<file path="config.mk">
export PLATFORM = sky130hd
export DESIGN_NAME = pipe_stage_skid
export DESIGN_NICKNAME = d
export VERILOG_FILES = /design/src/rtl/pipe_stage_skid.sv
export SDC_FILE = /design/constraint.sdc
export NUM_CORES = 1
export LEC_CHECK = 0
export ABC_AREA = 1
export CORE_ASPECT_RATIO = 0.7
export CORE_MARGIN = 5
export CORE_UTILIZATION = 45
export DETAILED_ROUTE_END_ITERATION = 10
export PLACE_DENSITY = 0.76
export SYNTH_ARGS = -nofsm -noshare
export SYNTH_HDL_FRONTEND = slang
export SYNTH_SLANG_ARGS = --single-unit
</file>
<file path="constraint.sdc">
create_clock -name clk -period 1.34 [get_ports clk]
set_clock_uncertainty 0.05 [all_clocks]
set_input_delay 0.335 -clock clk [delete_from_list [all_inputs] [get_ports clk]]
set_output_delay 0.335 -clock clk [all_outputs]
set_load 0.02 [all_outputs]
</file>
<file path="src/rtl/pipe_stage_skid.sv">
// Two-entry pipeline register with a skid slot: it breaks the ready path between stages
// and keeps full throughput.
//
//   state | meaning
//   ------+------------------------------------------
//   EMPTY | no entry held, output is a bubble
//   ONE   | head (main) register valid
//   TWO   | head and skid registers valid, stalls upstream
module pipe_stage_skid #(
  parameter int DATA_W = 32,
  parameter int CTRL_W = 4
) (
  input  logic              clk,
  input  logic              rst_n,
  input  logic              flush,
  input  logic              in_valid,
  output logic              in_ready,
  input  logic [CTRL_W-1:0] in_ctrl,
  input  logic [DATA_W-1:0] in_data,
  output logic              out_valid,
  input  logic              out_ready,
  output logic [CTRL_W-1:0] out_ctrl,
  output logic [DATA_W-1:0] out_data,
  output logic [1:0]        occupancy
);

  typedef enum logic [1:0] {
    EMPTY = 2'd0,
    ONE   = 2'd1,
    TWO   = 2'd2
  } state_e;

  state_e            state_q;
  logic [DATA_W-1:0] main_data_q;
  logic [CTRL_W-1:0] main_ctrl_q;
  logic [DATA_W-1:0] skid_data_q;
  logic [CTRL_W-1:0] skid_ctrl_q;

  logic in_fire;
  logic out_fire;

  // Handshake status comes straight from the state flops, so out_ready never
  // reaches in_ready combinationally.
  assign in_ready  = (state_q != TWO);
  assign out_valid = (state_q != EMPTY);
  assign in_fire   = in_valid & in_ready;
  assign out_fire  = out_valid & out_ready;

  assign out_data  = main_data_q;
  assign out_ctrl  = out_valid ? main_ctrl_q : '0;

  always_comb begin
    occupancy = 2'd0;
    case (state_q)
      ONE:     occupancy = 2'd1;
      TWO:     occupancy = 2'd2;
      default: occupancy = 2'd0;
    endcase
  end

  always_ff @(posedge clk or negedge rst_n) begin
    if (!rst_n) begin
      state_q     <= EMPTY;
      main_data_q <= '0;
      main_ctrl_q <= '0;
      skid_data_q <= '0;
      skid_ctrl_q <= '0;
    end else if (flush) begin
      // Payload registers are left alone so out_data keeps its last value.
      state_q <= EMPTY;
    end else begin
      case (state_q)
        EMPTY: begin
          if (in_fire) begin
            main_data_q <= in_data;
            main_ctrl_q <= in_ctrl;
            state_q     <= ONE;
          end
        end
        ONE: begin
          if (in_fire && out_fire) begin
            main_data_q <= in_data;
            main_ctrl_q <= in_ctrl;
          end else if (in_fire) begin
            skid_data_q <= in_data;
            skid_ctrl_q <= in_ctrl;
            state_q     <= TWO;
          end else if (out_fire) begin
            state_q <= EMPTY;
          end
        end
        TWO: begin
          if (out_fire) begin
            main_data_q <= skid_data_q;
            main_ctrl_q <= skid_ctrl_q;
            state_q     <= ONE;
          end
        end
        default: state_q <= EMPTY;
      endcase
    end
  end

endmodule

</file>
# Word level (Yosys, flattened, before mapping)
# Cells that the tools add are included.
# classes
mux	17
reduce_logical	7
bitwise	4
eq_ne	10
# ops
op	count
two-way mux 32 bit	3
case mux 32 bit (3 select lines)	1
two-way mux 4 bit	4
two-way mux 2 bit	6
case mux 4 bit (3 select lines)	1
!= test 3 bit, second input constant	3
!= test 2 bit, second input constant	4
AND reduction 4 bit	2
case mux 2 bit (3 select lines)	1
AND reduction 5 bit	1
!= test 4 bit, second input constant	1
case mux 2 bit (2 select lines)	1
nonzero test 3 bit	1
AND 1 bit	2
equality test 2 x 1 -> 1 bit, second input constant	1
equality test 2 bit, second input constant	1
logical NOT 2 bit	1
inverter 1 bit	2
nonzero test 2 bit	1
logical AND 1 bit	1
# word_totals
out_inout_bits	40
reg_bits	74
input_bits	41

# Longest topological paths before layout
# depth
ltp_word	7
mapped_depth	8
depth_no_buf	8

# Least setup slack after synthesis
# No wires, ideal clock.
# synth_timing
kind	register -> output
from	register state_q[0]
to	output port out_ctrl[0]
n_path_buf	0
slack_ns	-0.025
stages_incl_launch_ff	5
t_arrival_ns	0.980
t_required_ns	0.955
path_cell_list	dfrtp_1 > inv_2 > nand2_4 > inv_1 > nor2_1
# synth_between
elab_chain_cells	2
# synth_lines
element	line_no	text
start: declaration	33	state_e state_q;
start signal: assignment	63	state_q <= EMPTY;
start signal: assignment	70	state_q <= EMPTY;
start signal: assignment	77	state_q <= ONE;
nonzero test 2 bit	45	assign out_valid = (state_q != EMPTY);
named net out_valid	20	output logic out_valid,
two-way mux 4 bit	50	assign out_ctrl = out_valid ? main_ctrl_q : '0;
end: declaration	22	output logic [CTRL_W-1:0] out_ctrl,
# The timed path passes the listed nets, and every way through them passes these cells.

# Final worst setup path
# layout_timing
from	input port out_ready
to	register main_data_q[30], in the netlist out_data[30]
# layout_between
elab_chain_cells	4
elab_cells_between_ends	5
classes_between	eq/ne: 2; bitwise: 1; reduce/logical: 2
# layout_lines
element	line_no	text
start: declaration	21	input logic out_ready,
AND 1 bit *	47	assign out_fire = out_valid & out_ready;
logical AND 1 bit	81	if (in_fire && out_fire) begin
!= test 2 bit (no source line)	--	
AND reduction 5 bit (no source line) *	--	
end signal: assignment	75	main_data_q <= in_data;
end signal: assignment	82	main_data_q <= in_data;
end signal: assignment	94	main_data_q <= skid_data_q;
end: declaration	34	logic [DATA_W-1:0] main_data_q;
# Mark *: on every way between the ends. The rest lies on a longest branch, timed or not.
# A chain may end at the register's enable or synchronous reset.

==> summary.txt <==
Place
  – IO buf count: 80
  – Dpl hpwl: about 5400 um
  – Placed Instances: approximately 560
  – GPL Wtd Cong: about 0.76

GRT
  – Vias in the first global route: approximately 3,200
  – Largest net degree at the start of global routing: 75
  – Total Routing Usage GR: 0.203
  – Gr ovfl total: 0
  – Antenna violations before repair: 0
  – Wire length of the first global-routing pass: ~15,000 um

Pwr
  – Reg power frac: 0.385
  – Gate power share: 0.306
  – Sw Pwr: approximately 2.6 mW
  – Power Internal: 5.56 mW
  – Pwr Density: around 1400 nW/um^2
  – Worst VDD drop: between 0.8 and 0.9 mV
  – Leak Pwr: between 2 and 3 nW
  – Sw Ratio: 0.321
  – Final Power: around 8.2 mW
  – Clock network power share: 0.309

Clocking
  – H-tree depth: 3
  – Worst skew pair latency: 0.33 ns
  – Clock sink count: between 70 and 80
  – CTS tree: built
  – Max Root-Sink Buffers: 2
  – Root Buffer: clkbuf_16
  – CTS Buf Count: 9
  – Clock transition at path regs: approximately 0.050 ns

Worst hold path
  – Worst min path class: register to register
  – Hold Path Origin: out_data[8]

Synth
  – Post-synth top cells: 85 x nand2_1, 74 x dfrtp_1, 46 x o21ai_1
  – Most common cell in the netlist: nand2_1
  – Post-synthesis instance area: approximately 3500 um^2
  – Top_reg_cell synth: dfrtp_1
  – Synth top area share: 0.524
  – Warnings from Yosys: 0
  – Sequential fraction of the synthesis area: 0.524
  – #FFs+latches synth: 74
  – Syn nets: 423
  – Number of synthesized flops with an enable pin: 0
  – Post-synth ARST share: 1.00
  – Leading area contributor after synthesis: dfrtp_1
  – Post-synthesis cell type count: 21
  – Synth area leaders: dfrtp_1 52%, nand2_1 9.0%, a21oi_2 7.7%
  – Mean post-synth cell area: 9.24 um^2
  – Cells after Synth: between 300 and 400

STA
  – Worst hold slack: 0.450 ns
  – Final setup viols: 82
  – Fin. max-slew vios: 0
  – Setup TNS: -22.36 ns
  – Slew HR: 0.737
  – Worst-Margin Slew: 0.394 ns
  – Min cycle time layout: around 1.7 ns
  – RSZ-0062 raised after global routing: true
  – Final WS setup: -0.385 ns
  – Final worst-path cycle share: 1.29
  – Final Hold Viols: 0
  – Fmax: approximately 580 MHz

Finish
  – P&R area growth vs syn: 69.0%
  – Core Util, Final: 0.768
  – Fillers: 501
  – Layout cells sized above 1: 0.515
  – ANT cells: 0
  – Layout Cells excl Fill: roughly 610
  – Layout net count: roughly 550

Worst setup path
  – CP endpoint: out_data[30]
  – Setup slack, reg-to-reg: -0.31 ns
  – R2R cell count: 9
  – CP Data Arrival Time: approximately 1.9 ns
  – CP Data Required Time: roughly 1.5 ns
  – R2R Path Start: state_q[1]
  – Crit end category: register
  – Kind of critical path: primary input to register
  – Max FO, Critical Path: 5
  – FF-to-FF End: out_data[30]
  – Critical Path Start: out_ready
  – Type of origin of the critical path: primary input

Route
  – Antenna viol nets, final: 0
  – Vias/cell: 5.18
  – Routed WL: 11,600 um
  – Vias after detailed routing: between 3,000 and 4,000
  – Drt drc: 0
  – WL per Instance: roughly 19 um
  – TritonRoute pass-1 iters: 4
  – DR iter-0 viols: roughly 180

Floorplanning
  – DIE HEIGHT: between 80 and 90 um
  – Die width: about 120 um
  – Num ports: 81
  – Die area: between 9000 and 10,000 um^2
  – Site Rows: 27
  – Core ar.: roughly 7800 um^2
  – Initial core utilization: 0.454

Run status
  – Failing checks: setup timing
  – Outcome: finished, violations left

Flow run
  – Max Cap Viol: 0
## registers in the layout (all words and copies together), names as in the netlist
signal       flops
out_data        32
skid_data_q     32
main_ctrl_q      4
skid_ctrl_q      4
state_q          2
## critical path: stages
cell and delay (ns):
clkdlybuf4s50_1 0.59, inv_1 0.18, a21oi_4 0.23, nand2_8 0.09, buf_4 0.15, buf_12 0.13
nand2_1 0.09, o21ai_2 0.07
## power groups by stage
stage	Sequential, mW	Combinational, mW	Clock (mW)
after floorplan	3.26	0.939	0
after global placement	3.04	1.94	0
after detailed placement	3.05	2.02	0
after CTS	3.05	2.08	2.55
after global routing	3.21	2.69	2.66
final	3.15	2.51	2.53
## layer usage
| layer | share of wire | vias up | GRT usage |
|---|---|---|---|
| met4 | 0.023 | 0 | 0.0611 |
| met3 | 0.062 | 24 | 0.0594 |
| li1 | - | 1478 | - |
| met1 | 0.39 | 1553 | 0.249 |
| met5 | 0 | - | 0 |
| met2 | 0.52 | 116 | 0.346 |
## kinds of logic after synthesis
group,after synthesis,synth area share
AND/OR/NAND/NOR,129,0.150
AO/OA/AOI/OAI,110,0.210
flip-flops,74,0.524
buffers and inverters,69,0.115
## worst min path at each step
stage                            endpoint  slack, ns  cells past startpoint
final                         out_data[8]       0.45                      2
after global routing          out_data[8]       0.47                      2
after CTS                    out_data[19]       0.43                      2
after detailed placement  skid_data_q[14]       0.33                      2
after global placement    skid_data_q[14]       0.33                      2
after floorplan            main_ctrl_q[0]      -0.01                      0
## per-stage QoR
step / worst slack, ns / instance area (um^2)
after global placement: -0.337 / 4520
after detailed placement: -0.397 / 4520
after CTS: -0.258 / 5220
after floorplan: -0.0247 / 3590
after global routing: -0.393 / 5970
final: -0.385 / 5970
## cell usage in the layout, fill, tap and decap left out, drive strengths merged
master and instances:
o31ai 1, a21oi 32, dlygate4sd3 1, nor2 37, clkbuf 18, o21ai 72
clkdlybuf4s50 39, o21a 5, dfrtp 74, clkinv 3, nand3 1, bufbuf 1
bufinv 2, nand4 1, buf 86, nand2 90, inv 48
## layout make-up
cell class | instances | area (um^2) | area share
repair buffers | 134 | 1570 | 0.263
inverters | 48 | 195 | 0.0327
clock buffers | 11 | 233 | 0.0390
well taps | 101 | 126 | 0.0212
flip-flops and latches | 74 | 1850 | 0.310
multi-input cells | 239 | 1910 | 0.320
clock inverters | 5 | 78.8 | 0.0132
## repair_timing
action / CTS / global route
hold buffers: 1 / 0
setup endpoints to repair: 113 / 84
hold endpoints to repair: 68 / 0
pin swaps: 4 / 10
setup buffers: 11 / 8
gates cloned: 8 / 11
resized for setup: 232 / 124
Power figures use the tool's default switching activity.
